File: src/rtl/ball_engine.sv
// Ball position and score engine for the ball-and-paddle display.
// Motion is paced by an internal tick; serve, play, point and game-over are sequenced by a small FSM.
module ball_engine #(
    parameter int H_RES       = 640,
    parameter int V_RES       = 480,
    parameter int BALL        = 8,
    parameter int P1_X        = 16,
    parameter int P2_X        = 616,
    parameter int PAD_W       = 8,
    parameter int PAD_H_S     = 48,
    parameter int PAD_H_L     = 96,
    parameter int TICK_DIV    = 416667,
    parameter int SERVE_TICKS = 60,
    parameter int WIN_SCORE   = 11
) (
    input  logic        clk,
    input  logic        rst,
    input  logic        en,
    input  logic        restart,
    input  logic        bat_size,
    input  logic [10:0] p1_y,
    input  logic [10:0] p2_y,
    output logic [10:0] bx,
    output logic [10:0] by,
    output logic [4:0]  score1,
    output logic [4:0]  score2,
    output logic        point_p1,
    output logic        point_p2,
    output logic        game_over
);

    localparam int TW = (TICK_DIV > 1) ? $clog2(TICK_DIV) : 1;
    localparam int SW = (SERVE_TICKS > 1) ? $clog2(SERVE_TICKS) : 1;

    localparam logic [10:0] CX = 11'((H_RES - BALL) / 2);
    localparam logic [10:0] CY = 11'((V_RES - BALL) / 2);

    localparam logic [1:0] S_SERVE = 2'd0;
    localparam logic [1:0] S_PLAY  = 2'd1;
    localparam logic [1:0] S_POINT = 2'd2;
    localparam logic [1:0] S_OVER  = 2'd3;

    logic [1:0]    state_q, state_d;
    logic [TW-1:0] tcnt_q, tcnt_d;
    logic [SW-1:0] scnt_q, scnt_d;
    logic [10:0]   bx_q, bx_d;
    logic [10:0]   by_q, by_d;
    logic          dx_q, dx_d;   // 1 = moving right
    logic          dy_q, dy_d;   // 1 = moving down
    logic [4:0]    score1_q, score1_d;
    logic [4:0]    score2_q, score2_d;
    logic          pp1_q, pp1_d;
    logic          pp2_q, pp2_d;
    logic          go_q, go_d;

    logic          tick;
    logic [10:0]   h_pad;
    logic [11:0]   ball_bot, ball_right, p1_bot, p2_bot;
    logic          hit1, hit2;

    always_comb begin
        state_d  = state_q;
        tcnt_d   = tcnt_q;
        scnt_d   = scnt_q;
        bx_d     = bx_q;
        by_d     = by_q;
        dx_d     = dx_q;
        dy_d     = dy_q;
        score1_d = score1_q;
        score2_d = score2_q;
        pp1_d    = 1'b0;
        pp2_d    = 1'b0;
        tick     = 1'b0;

        h_pad      = bat_size ? 11'(PAD_H_L) : 11'(PAD_H_S);
        ball_bot   = {1'b0, by_q} + 12'(BALL);
        ball_right = {1'b0, bx_q} + 12'(BALL);
        p1_bot     = {1'b0, p1_y} + {1'b0, h_pad};
        p2_bot     = {1'b0, p2_y} + {1'b0, h_pad};
        hit1       = (ball_bot > {1'b0, p1_y}) && ({1'b0, by_q} < p1_bot);
        hit2       = (ball_bot > {1'b0, p2_y}) && ({1'b0, by_q} < p2_bot);

        if (restart) begin
            state_d  = S_SERVE;
            tcnt_d   = '0;
            scnt_d   = '0;
            bx_d     = CX;
            by_d     = CY;
            dx_d     = 1'b1;
            dy_d     = 1'b1;
            score1_d = '0;
            score2_d = '0;
        end else if (en) begin
            if (tcnt_q == TW'(TICK_DIV - 1)) begin
                tcnt_d = '0;
                tick   = 1'b1;
            end else begin
                tcnt_d = tcnt_q + TW'(1);
            end

            if (tick) begin
                case (state_q)
                    S_SERVE: begin
                        bx_d = CX;
                        by_d = CY;
                        if (scnt_q == SW'(SERVE_TICKS - 1)) begin
                            scnt_d  = '0;
                            state_d = S_PLAY;
                        end else begin
                            scnt_d = scnt_q + SW'(1);
                        end
                    end
                    S_PLAY: begin
                        if (!dx_q && bx_q == '0) begin
                            score2_d = score2_q + 5'd1;
                            pp2_d    = 1'b1;
                            state_d  = S_POINT;
                        end else if (dx_q && ball_right == 12'(H_RES)) begin
                            score1_d = score1_q + 5'd1;
                            pp1_d    = 1'b1;
                            state_d  = S_POINT;
                        end else if (!dx_q && bx_q == 11'(P1_X + PAD_W) && hit1) begin
                            dx_d = 1'b1;
                            bx_d = bx_q + 11'd1;
                        end else if (dx_q && ball_right == 12'(P2_X) && hit2) begin
                            dx_d = 1'b0;
                            bx_d = bx_q - 11'd1;
                        end else if (dx_q) begin
                            bx_d = bx_q + 11'd1;
                        end else begin
                            bx_d = bx_q - 11'd1;
                        end

                        // Vertical motion runs independently, so corner bounces flip both axes.
                        if (!dy_q && by_q == '0) begin
                            dy_d = 1'b1;
                            by_d = 11'd1;
                        end else if (dy_q && ball_bot == 12'(V_RES)) begin
                            dy_d = 1'b0;
                            by_d = by_q - 11'd1;
                        end else if (dy_q) begin
                            by_d = by_q + 11'd1;
                        end else begin
                            by_d = by_q - 11'd1;
                        end
                    end
                    S_POINT: begin
                        bx_d = CX;
                        by_d = CY;
                        // Serve heads back toward the side that just scored.
                        dx_d = ~dx_q;
                        dy_d = ~dy_q;
                        if (score1_q == 5'(WIN_SCORE) || score2_q == 5'(WIN_SCORE)) begin
                            state_d = S_OVER;
                        end else begin
                            state_d = S_SERVE;
                        end
                    end
                    S_OVER: begin
                        bx_d = CX;
                        by_d = CY;
                    end
                    default: state_d = S_SERVE;
                endcase
            end
        end

        go_d = (state_d == S_OVER);
    end

    always_ff @(posedge clk or negedge rst) begin
        if (!rst) begin
            state_q  <= S_SERVE;
            tcnt_q   <= '0;
            scnt_q   <= '0;
            bx_q     <= CX;
            by_q     <= CY;
            dx_q     <= 1'b1;
            dy_q     <= 1'b1;
            score1_q <= '0;
            score2_q <= '0;
            pp1_q    <= 1'b0;
            pp2_q    <= 1'b0;
            go_q     <= 1'b0;
        end else begin
            state_q  <= state_d;
            tcnt_q   <= tcnt_d;
            scnt_q   <= scnt_d;
            bx_q     <= bx_d;
            by_q     <= by_d;
            dx_q     <= dx_d;
            dy_q     <= dy_d;
            score1_q <= score1_d;
            score2_q <= score2_d;
            pp1_q    <= pp1_d;
            pp2_q    <= pp2_d;
            go_q     <= go_d;
        end
    end

    assign bx        = bx_q;
    assign by        = by_q;
    assign score1    = score1_q;
    assign score2    = score2_q;
    assign point_p1  = pp1_q;
    assign point_p2  = pp2_q;
    assign game_over = go_q;

endmodule
File: config.mk
export PLATFORM = sky130hd
export DESIGN_NAME = ball_engine
export DESIGN_NICKNAME = d
export VERILOG_FILES = /design/src/rtl/ball_engine.sv
export SDC_FILE = /design/constraint.sdc
export NUM_CORES = 1
export LEC_CHECK = 0
export ABC_CLOCK_PERIOD_IN_PS = 3240
export CORE_ASPECT_RATIO = 0.6
export CORE_MARGIN = 5
export CORE_UTILIZATION = 52
export DETAILED_ROUTE_END_ITERATION = 16
export PLACE_DENSITY = 0.85
export SLEW_MARGIN = 15
export SYNTH_ARGS = -nofsm -noshare
export SYNTH_HDL_FRONTEND = slang
export SYNTH_SLANG_ARGS = --single-unit
File: constraint.sdc
create_clock -name clk -period 3.24 [get_ports clk]
set_input_delay 0.81 -clock clk [delete_from_list [all_inputs] [get_ports clk]]
set_output_delay 0.81 -clock clk [all_outputs]
set_load 0.1 [all_outputs]
==> flow_metrics.tcl, run 1 <==
set metrics [dict create \
    status "finished with violations" \
    violations "setup timing" \
    synth_cell_type_count 77 \
    synthCells 694 \
    ant_nets 0 \
    ys_seq_elements 64 \
    synth_top_cell_by_area "dfrtp_1" \
    synth_warnings 0 \
    cts-buffers-inserted 9 \
    p_leak_uw 0.003375 \
    grt-ovfl-total 0 \
    synth_top_area_share 0.2288 \
    final_cells 978 \
    rsz0062_at_grt "yes" \
    die_x_um 145.0 \
    via_per_inst 6.357 \
    clockBufferDepth 2 \
    critPathMaxFanout 4 \
    avgSynthCellArea_um2 8.194 \
    drtIter0Drc 781 \
    core_area_um2 10630 \
    routed_wl_um 19060 \
    ys_seq_area_frac 0.2843 \
    first_global_vias 5955 \
    synthArstFlopShare 1.000 \
    drive_gt1_frac 0.2968 \
    fin_ws_ps -250.2 \
    firstDrtPassIters 5 \
    die_area_um2 13200 \
    final_area_um2 7755 \
    clk_latency_ps 330 \
    synth_nets 780 \
    io_pins 62 \
    diodes 0 \
    antenna_found_initial 0 \
    period_share 1.077 \
    startpoint_type "input port" \
    end_kind "register" \
    fp.dieH_um 91.01 \
    ctsHoldBuffers 0 \
    numPortBuffers 61 \
    synth_commonest_cells "nand2_1 (62), nor2_1 (62), ha_1 (59), dfrtp_1 (52), o21ai_0 (48)" \
    fin_crit_ps 3490 \
    synth_ff_type "dfrtp_1" \
    grt_first_pass_wirelength_um 30300 \
    start_util 0.5349 \
    p_per_area_nw_per_um2 320.1 \
    clock-root-buffer "clkbuf_16" \
    vias 6217 \
    finish.utilization 0.7294 \
    htree_levels 3 \
    drc_errors 0 \
    grt_start_max_net_pins 28 \
    place_inst 939 \
    wl_per_cell_um 19.48 \
    worstReg2RegStart "by[5]$_DFFE_PN1P_" \
    irDropWorstVdd_v 0.0003979 \
    cts_sinks 64 \
    final_hold_viol_count 0 \
    synth_edf_count 0 \
    syn_to_final_growth_pct 36.37 \
    tightest_slew_ps 909.3 \
    max_slew_margin 0.3891 \
    min_path_type "in -> async" \
    rows 29 \
    clk_pin_slew_ps 60 \
    arrival_ps 3740 \
    pre_cts_slack_ps -1121 \
    cts_tree "done" \
    gp_congestion 1.026 \
    placed_area_um2 6929 \
    crit_start "bat_size" \
    final_nets 920 \
    grt_usage 0.2746 \
    final_max_slew_viol_count 0 \
    maxCapViolCount 0 \
    syn_area_um2 5687 \
    timing.hold.ws_ps 425.1 \
    clock_skew_ps 8.834 \
    place_hpwl_um 13730 \
    critPathKind "in -> reg" \
    crit_required_ps 3490 \
    setup_viol 10 \
    synth.area.top_cells "dfrtp_1 (23%), ha_1 (13%), dfstp_2 (5.5%)" \
    fmax_mhz 286.5 \
]
final timing paths:
check	slack [ps]	endpoint	depth (start not counted)
worst max register to register	-150	bx[7]$_DFFE_PN0P_	13
worst max-delay path	-250	bx[5]$_DFFE_PN1P_	16
min in group clk	540	scnt_q[4]$_DFFE_PN0P_	2
worst min register to register	540	scnt_q[4]$_DFFE_PN0P_	2
max in group asynchronous	2150	by[2]$_DFFE_PN1P_	2
worst min-delay path	430	score2[1]$_DFFE_PN0P_	1
cell families after synthesis:
family,count (synthesis),share of synthesized area
flops,64,0.2843
mux,9,0.01672
simple gates,293,0.2733
fa+ha+maj,59,0.1298
compound gates,164,0.1949
xor+xnor,30,0.04620
buf+inv,75,0.05479
what timing repair did:
item / in CTS / in global routing
resized for setup: 55 / 28
setup buffers: 17 / 5
hold endpoints to repair: 0 / 0
cloned: 0 / 1
pin swaps: 31 / 18
endpoints found under the setup margin: 11 / 12
through the flow:
step	TNS, ps	total power (uW)
floorplan	-594.5	1148
global placement	-9874	1290
detailed placement	-11220	1310
CTS	-440.0	2470
global route	-2993	2570
finish	-1253	2483
area by class of cell:
type / count / area (um2)
multi-input cells: 555 / 4148
flip-flops and latches: 64 / 1638
clock inverters: 5 / 103.9
inverters: 48 / 187.7
fillers: 758 / 2877
repair buffers: 156 / 1261
well taps: 139 / 173.9
clock buffers: 11 / 242.7
per-layer routing:
metal / global-route usage / wire [um]
met1: 0.4007 / 8282
met2: 0.4179 / 8258
met3: 0.06119 / 2126
met4: 0.06113 / 388
met5: 0 / 0
worst max-delay path: stages:
cell	delay, ps
buf_12	110
inv_8	50
buf_12	90
ha_4	130
inv_2	40
ha_4	150
nor2b_1	120
o21ai_1	90
or3_1	370
xnor2_1	140
ha_2	220
a2111oi_4	300
o211ai_1	210
or4_4	590
a32oi_1	250
a211oi_2	50
cells in the final DEF (no fill, tap or decap), drive strengths merged, types with 12 or more instances in the layout:
cell type / count
and3: 15
dfstp: 12
nor3: 25
nand2: 62
dfrtp: 52
buf: 134
o21ai: 52
a21oi: 34
xor2: 12
xnor2: 18
nand4: 20
or3: 14
clkdlybuf4s50: 18
inv: 48
nand3: 32
ha: 59
nor2: 63
flip-flops by register name, indices dropped and copies added, names as in the netlist:
| signal | flops |
|---|---|
| by | 11 |
| tcnt_q | 19 |
| game_over | 1 |
| scnt_q | 6 |
| dx_q | 1 |
| state_q | 2 |
| score1 | 5 |
| bx | 11 |
| point_p1 | 1 |
| point_p2 | 1 |
| dy_q | 1 |
| score2 | 5 |
report_power, final:
group,total [uW],switching [uW],internal [uW]
Clock,1140,367,773
Combinational,489,303,185
Sequential,854,33.3,821
Total,2480,703,1780
Note: power is estimated with default switching activity, not from simulation.
==> inputs of run 2 (changes only) <==
--- a/config.mk
+++ b/config.mk
@@ -10,6 +10,7 @@
 export CORE_MARGIN = 5
 export CORE_UTILIZATION = 52
 export DETAILED_ROUTE_END_ITERATION = 16
+export MAX_ROUTING_LAYER = met4
 export PLACE_DENSITY = 0.85
 export SLEW_MARGIN = 15
 export SYNTH_ARGS = -nofsm -noshare
==> run 2 against run 1 <==
  * The flow still finishes with violations (setup timing)
  * Combinational power increased by 2%
  * Core utilization decreased by 0.19 points
  * Critical path type unchanged
  * Total power decreased by 8.8%
  * Final cell count decreased by 0.31%
  * Critical path depth unchanged
  * Via count decreased by 1.6%
  * Largest power group unchanged
  * Register-to-register slack got worse by 50 ps
  * Count of clock-buffer cells in the layout unchanged
  * Worst setup slack got worse by 37 ps
  * Critical endpoint is now bx[10]$_DFFE_PN0P_
  * Hold slack improved by 89 ps
  * Routed wire length decreased by 1.7%
  * Sequential share of layout area increased by 0.055 points
==> flow_metrics.tcl, run 2 (synthesis results as in run 1) <==
set metrics [dict create \
    slowest_stage "or3_4" \
    max_slew_margin 0.3611 \
    fin_crit_ps 3527 \
    final_common_cell "buf_4" \
    final_nets 917 \
    htree_levels 3 \
    syn_to_final_growth_pct 36.02 \
    p_per_area_nw_per_um2 292.7 \
    rows 29 \
    cts-buffers-inserted 9 \
    place_inst 939 \
    core_area_um2 10630 \
    cp_num_buf_inv 3 \
    crit_required_ps 3500 \
    violations "setup timing" \
    critPathMaxFanout 11 \
    timing.hold.ws_ps 514.4 \
    fmax_mhz 283.5 \
    diodes 0 \
    final_cells 975 \
    wl_per_cell_um 19.21 \
    ctsHoldBuffers 0 \
    drive_gt1_frac 0.3014 \
    grt_first_pass_wirelength_um 30100 \
    setup_tns_ps -1602 \
    startpoint_type "input port" \
    mostFrequentLayoutCells "buf_4 (119), nor2_1 (60), nand2_1 (59)" \
    arrival_ps 3790 \
    slowest_delay_ps 420 \
    die_x_um 145.0 \
    setup_viol 11 \
    io_pins 62 \
    routed_wl_um 18730 \
    firstDrtPassIters 5 \
    rsz0062_at_grt "yes" \
    p_leak_uw 0.003351 \
    drtIter0Drc 600 \
    first_global_vias 5860 \
    path_cells "buf_12, buf_6, ha_4, o21ai_2, a211oi_2, xnor2_1, ha_2, or3_4, nor3_4, a31oi_1, o2111ai_2, a41oi_2, buf_6, nand4b_1, a31oi_1, a311o_1" \
    maxCapViolCount 0 \
    end_kind "register" \
    critPathKind "in -> reg" \
    min_path_type "reg -> reg" \
    regMostFlops "tcnt_q" \
    final_hold_viol_count 0 \
    crit_family "compound AO/OA/AOI/OAI gates" \
    clk_pin_slew_ps 60 \
    fp.dieH_um 91.01 \
    gp_congestion 0.9959 \
    place_hpwl_um 13690 \
    clock-root-buffer "clkbuf_16" \
    ant_nets 0 \
    final_area_um2 7735 \
    clockBufferDepth 2 \
    largest_reg_flops 19 \
    final_max_slew_viol_count 0 \
    via_per_inst 6.276 \
    tightest_slew_ps 951.0 \
    die_area_um2 13200 \
    placed_area_um2 6929 \
    grt_usage 0.2822 \
    grt_start_max_net_pins 38 \
    start_util 0.5349 \
    cts_sinks 64 \
    clock_skew_ps 7.010 \
    numPortBuffers 61 \
    vias 6119 \
    antenna_found_initial 0 \
    period_share 1.089 \
    irDropWorstVdd_v 0.0003416 \
    drc_errors 0 \
    clk_latency_ps 330 \
    grt-ovfl-total 0 \
    n_fill_cell 770 \
    fin_ws_ps -286.9 \
    cts_tree "done" \
    status "finished with violations" \
]
## run 2: timing repair
item                                    CTS  global route
pin swaps                                26            12
endpoints found under the setup margin   11            11
resized for setup                        69            28
setup buffers                            17             3
## run 2: path summary, 6_finish.rpt
check | startpoint | endpoint | slack [ps] | depth (start not counted)
worst min register to register | tcnt_q[18]$_DFFE_PN0P_ | tcnt_q[18]$_DFFE_PN0P_ | 510 | 1
worst min-delay path | tcnt_q[18]$_DFFE_PN0P_ | tcnt_q[18]$_DFFE_PN0P_ | 510 | 1
max in group asynchronous | rst | by[2]$_DFFE_PN1P_ | 2010 | 2
worst max-delay path | bat_size | bx[10]$_DFFE_PN0P_ | -290 | 16
worst max register to register | by[3]$_DFFE_PN1P_ | bx[10]$_DFFE_PN0P_ | -200 | 16
min in group asynchronous | rst | score2[3]$_DFFE_PN0P_ | 520 | 1
## run 2: layer usage
| layer | GRT usage | up-vias | wire length, um |
|---|---|---|---|
| met4 | 0.06740 | 0 | 359 |
| met1 | 0.3932 | 2914 | 8477 |
| met5 | - | - | 0 |
| met3 | 0.06169 | 40 | 1816 |
| li1 | - | 2835 | - |
| met2 | 0.4210 | 330 | 8076 |
## run 2: power breakdown
| group | switching, uW | total [uW] | internal, uW |
|---|---|---|---|
| Clock | 369 | 905 | 536 |
| Combinational | 310 | 501 | 191 |
| Sequential | 36.3 | 858 | 821 |
## run 2: metrics by stage
step / setup slack (ps) / utilization / power (uW)
4_1_cts: -108.3 / 0.7113 / 2242
3_5_place_dp: -1122 / 0.6518 / 1309
5_1_grt: -395.4 / 0.7276 / 2351
3_3_place_gp: -933.6 / 0.6518 / 1289
6_report: -286.9 / 0.7276 / 2264
2_1_floorplan: -169.7 / - / 1148
## run 2: final cells by class
class / instances / area (um2) / area share
multi-input cells: 555 / 4223 / 0.5459
flip-flops and latches: 64 / 1638 / 0.2117
repair buffers: 153 / 1240 / 0.1603
clock buffers: 11 / 242.7 / 0.03138
inverters: 48 / 185.2 / 0.02394
well taps: 139 / 173.9 / 0.02248
clock inverters: 5 / 32.53 / 0.004206
==> inputs of run 3 (changes only) <==
--- a/config.mk
+++ b/config.mk
@@ -5,13 +5,14 @@
 export SDC_FILE = /design/constraint.sdc
 export NUM_CORES = 1
 export LEC_CHECK = 0
+export ABC_AREA = 1
 export ABC_CLOCK_PERIOD_IN_PS = 3240
 export CORE_ASPECT_RATIO = 0.6
 export CORE_MARGIN = 5
-export CORE_UTILIZATION = 52
+export CORE_UTILIZATION = 53
 export DETAILED_ROUTE_END_ITERATION = 16
 export MAX_ROUTING_LAYER = met4
-export PLACE_DENSITY = 0.85
+export PLACE_DENSITY = 0.86
 export SLEW_MARGIN = 15
 export SYNTH_ARGS = -nofsm -noshare
 export SYNTH_HDL_FRONTEND = slang
==> constraint.sdc (replaced) <==
create_clock -name clk -period 3.24 [get_ports clk]
set_input_delay 0.81 -clock clk [delete_from_list [all_inputs] [get_ports clk]]
set_output_delay 0.81 -clock clk [all_outputs]
set_load 0.005 [all_outputs]
==> run 3 against run 2 <==
  * The flow now finishes without violations
  * Synthesized cell count increased by 33%
  * Count of clock-buffer cells in the layout shrank 1
  * Sequential share of layout area barely moved
  * Via count rose by 9.1%
  * Register-to-register slack improved by 350 ps
  * Synthesized area grew 11%
  * Largest cell class unchanged
==> flow_metrics.tcl, run 3 <==
set metrics [dict create \
    rows 30 \
    ant_nets 0 \
    synth_warnings 0 \
    end_kind "register" \
    worstReg2RegStart "by[3]$_DFFE_PN1P_" \
    crit_top_cell "nand2_1" \
    startpoint_type "input port" \
    cts_sinks 64 \
    clk_latency_ps 340 \
    clock-root-buffer "clkbuf_16" \
    htree_levels 3 \
    synthCells 923 \
    path_cells "clkdlybuf4s50_1, ha_1, o21ai_1, nand2_1, nand2_2, nand2_1, ha_1, nand2_1, inv_1, nor3_2, nand2_1, nand2_1, nand2_1, nand3_2, nand3b_1, nand3b_1, o21ai_1" \
    wl_per_cell_um 15.44 \
    start_util 0.5505 \
    place_hpwl_um 13770 \
    cts_tree "done" \
    gp_congestion 0.9868 \
    irDropWorstVdd_v 0.0002983 \
    die_x_um 150.8 \
    synth_edf_count 0 \
    drive_gt1_frac 0.1240 \
    syn_to_final_growth_pct 21.42 \
    status "finished, final reports clean" \
    tightest_slew_ps 839.2 \
    p_leak_uw 0.003703 \
    final_max_slew_viol_count 0 \
    slowest_stage "clkdlybuf4s50_1" \
    final_hold_viol_count 0 \
    min_from "score2[4]$_DFFE_PN0P_" \
    synth_compound_area_frac 0.1225 \
    r2r_slack_ps 150 \
    drc_errors 0 \
    p_per_area_nw_per_um2 300.7 \
    grt_start_max_net_pins 65 \
    antenna_found_initial 0 \
    synth_ff_type "dfrtp_1" \
    clockBufferDepth 2 \
    firstDrtPassIters 6 \
    synth_commonest_cells "nand2_1 (187), inv_1 (133), nor2_1 (102), nand3_1 (67), ha_1 (59)" \
    final_cells 1176 \
    drtIter0Drc 853 \
    ys_seq_elements 64 \
    synth_top_area_share 0.2065 \
    setup_viol 0 \
    clock_skew_ps 9.831 \
    routed_wl_um 18150 \
    cts-buffers-inserted 9 \
    synth_nets 1009 \
    critPathMaxFanout 5 \
    max_slew_margin 0.4405 \
    final_nets 1097 \
    arrival_ps 3350 \
    diodes 0 \
    maxCapViolCount 0 \
    synth_xor_area_frac 0.07504 \
    clk_pin_slew_ps 60 \
    place_inst 1159 \
    fin_crit_ps 3124 \
    grt-ovfl-total 0 \
    grt_usage 0.2649 \
    fp.dieH_um 94.47 \
    first_global_vias 6029 \
    numPortBuffers 61 \
    synthArstFlopShare 1.000 \
    period_share 0.9641 \
    fmax_mhz 320.1 \
    crit_start "p1_y[4]" \
    min_path_type "reg -> reg" \
    core_area_um2 11450 \
    critPathKind "in -> reg" \
    synth_top_cell_by_area "dfrtp_1" \
    synth.area.mux_share 0.003375 \
    synth_cell_type_count 53 \
    die_area_um2 14240 \
    synth-simple-area-share 0.3238 \
    largest_reg_flops 19 \
    synth.most_common_cell "nand2_1" \
    mostFrequentLayoutCells "nand2_1 (185), inv_1 (133), nor2_1 (98)" \
    regMostFlops "tcnt_q" \
    vias 6675 \
    synth_top_family_by_area "simple AND/OR/NAND/NOR gates" \
    synthAdderAreaFrac 0.1171 \
    crit_required_ps 3460 \
    slowest_delay_ps 450 \
    ys_seq_area_frac 0.2565 \
    syn_area_um2 6302 \
    grt_first_pass_wirelength_um 29670 \
    final_common_cell "nand2_1" \
    via_per_inst 5.676 \
    finish.utilization 0.6684 \
    synth.area.top_cells "dfrtp_1 (21%), ha_1 (12%), nand2_1 (11%)" \
    io_pins 62 \
    avgSynthCellArea_um2 6.828 \
]
[run 3: cell type report]
cell class              instances  area [um2]
multi-input cells             695        4119
inverters                     146       548.0
well taps                     160       200.2
fillers                       985        3796
flip-flops and latches         64        1617
clock inverters                 6       66.31
repair buffers                 95       863.3
clock buffers                  10       239.0
[run 3: path summary, 6_finish.rpt]
| kind | end | cells after the start |
|---|---|---|
| worst max-delay path | bx[7]$_DFFE_PN0P_ | 17 |
| worst min-delay path | score2[4]$_DFFE_PN0P_ | 1 |
| worst max register to register | bx[4]$_DFFE_PN1P_ | 17 |
| worst min register to register | score2[4]$_DFFE_PN0P_ | 1 |
| max in group asynchronous | tcnt_q[2]$_DFFE_PN0P_ | 2 |
| min in group asynchronous | bx[0]$_DFFE_PN0P_ | 2 |
[run 3: metrics by stage]
| stage | worst slack, ps | power [uW] | hold WS, ps | area [um2] | TNS (ps) |
|---|---|---|---|---|---|
| 2_1_floorplan | 318.0 | 1121 | 476.9 | 6302 | 0 |
| 3_3_place_gp | -368.1 | 1271 | 477.1 | 7263 | -2992 |
| 3_5_place_dp | -502.8 | 1288 | 491.0 | 7263 | -4060 |
| 4_1_cts | 19.26 | 2289 | 497.7 | 7585 | 0 |
| 5_1_grt | -113.5 | 2409 | 519.7 | 7652 | -436.9 |
| 6_report | 116.3 | 2301 | 496.4 | 7652 | 0 |
[run 3: kinds of logic after synthesis]
group                    after synthesis
AO/OA/AOI/OAI                        133
XOR/XNOR                              54
adder cells (fa/ha/maj)               59
buffers and inverters                164
flip-flops                            64
multiplexers                           2
AND/OR/NAND/NOR                      447
[run 3: power by group]
part	switching (uW)	internal, uW
logic	255	183
registers	38.1	828
clock network	380	617
[run 3: critical path, delay by kind of cell]
family / cells / cell delay (ps)
compound gates: 2 / 290
simple gates: 11 / 1220
buf+inv: 2 / 500
fa+ha+maj: 2 / 520
[run 3: what timing repair did]
action	4_1_cts	5_1_grt
hold endpoints to repair	0	0
gates cloned	0	0
setup buffers	0	1
hold buffers	0	0
setup endpoints to repair	9	9
pin swaps	1	11
gates resized for setup	6	20
[run 3: metal layers]
layer | up-vias | part of all wire | wire (um) | track usage
met3 | 38 | 0.13 | 2273 | 0.06235
li1 | 3212 | - | - | -
met1 | 3012 | 0.45 | 8245 | 0.3887
met4 | 0 | 0.016 | 290 | 0.05958
met2 | 413 | 0.40 | 7343 | 0.3681
met5 | - | 0 | 0 | -
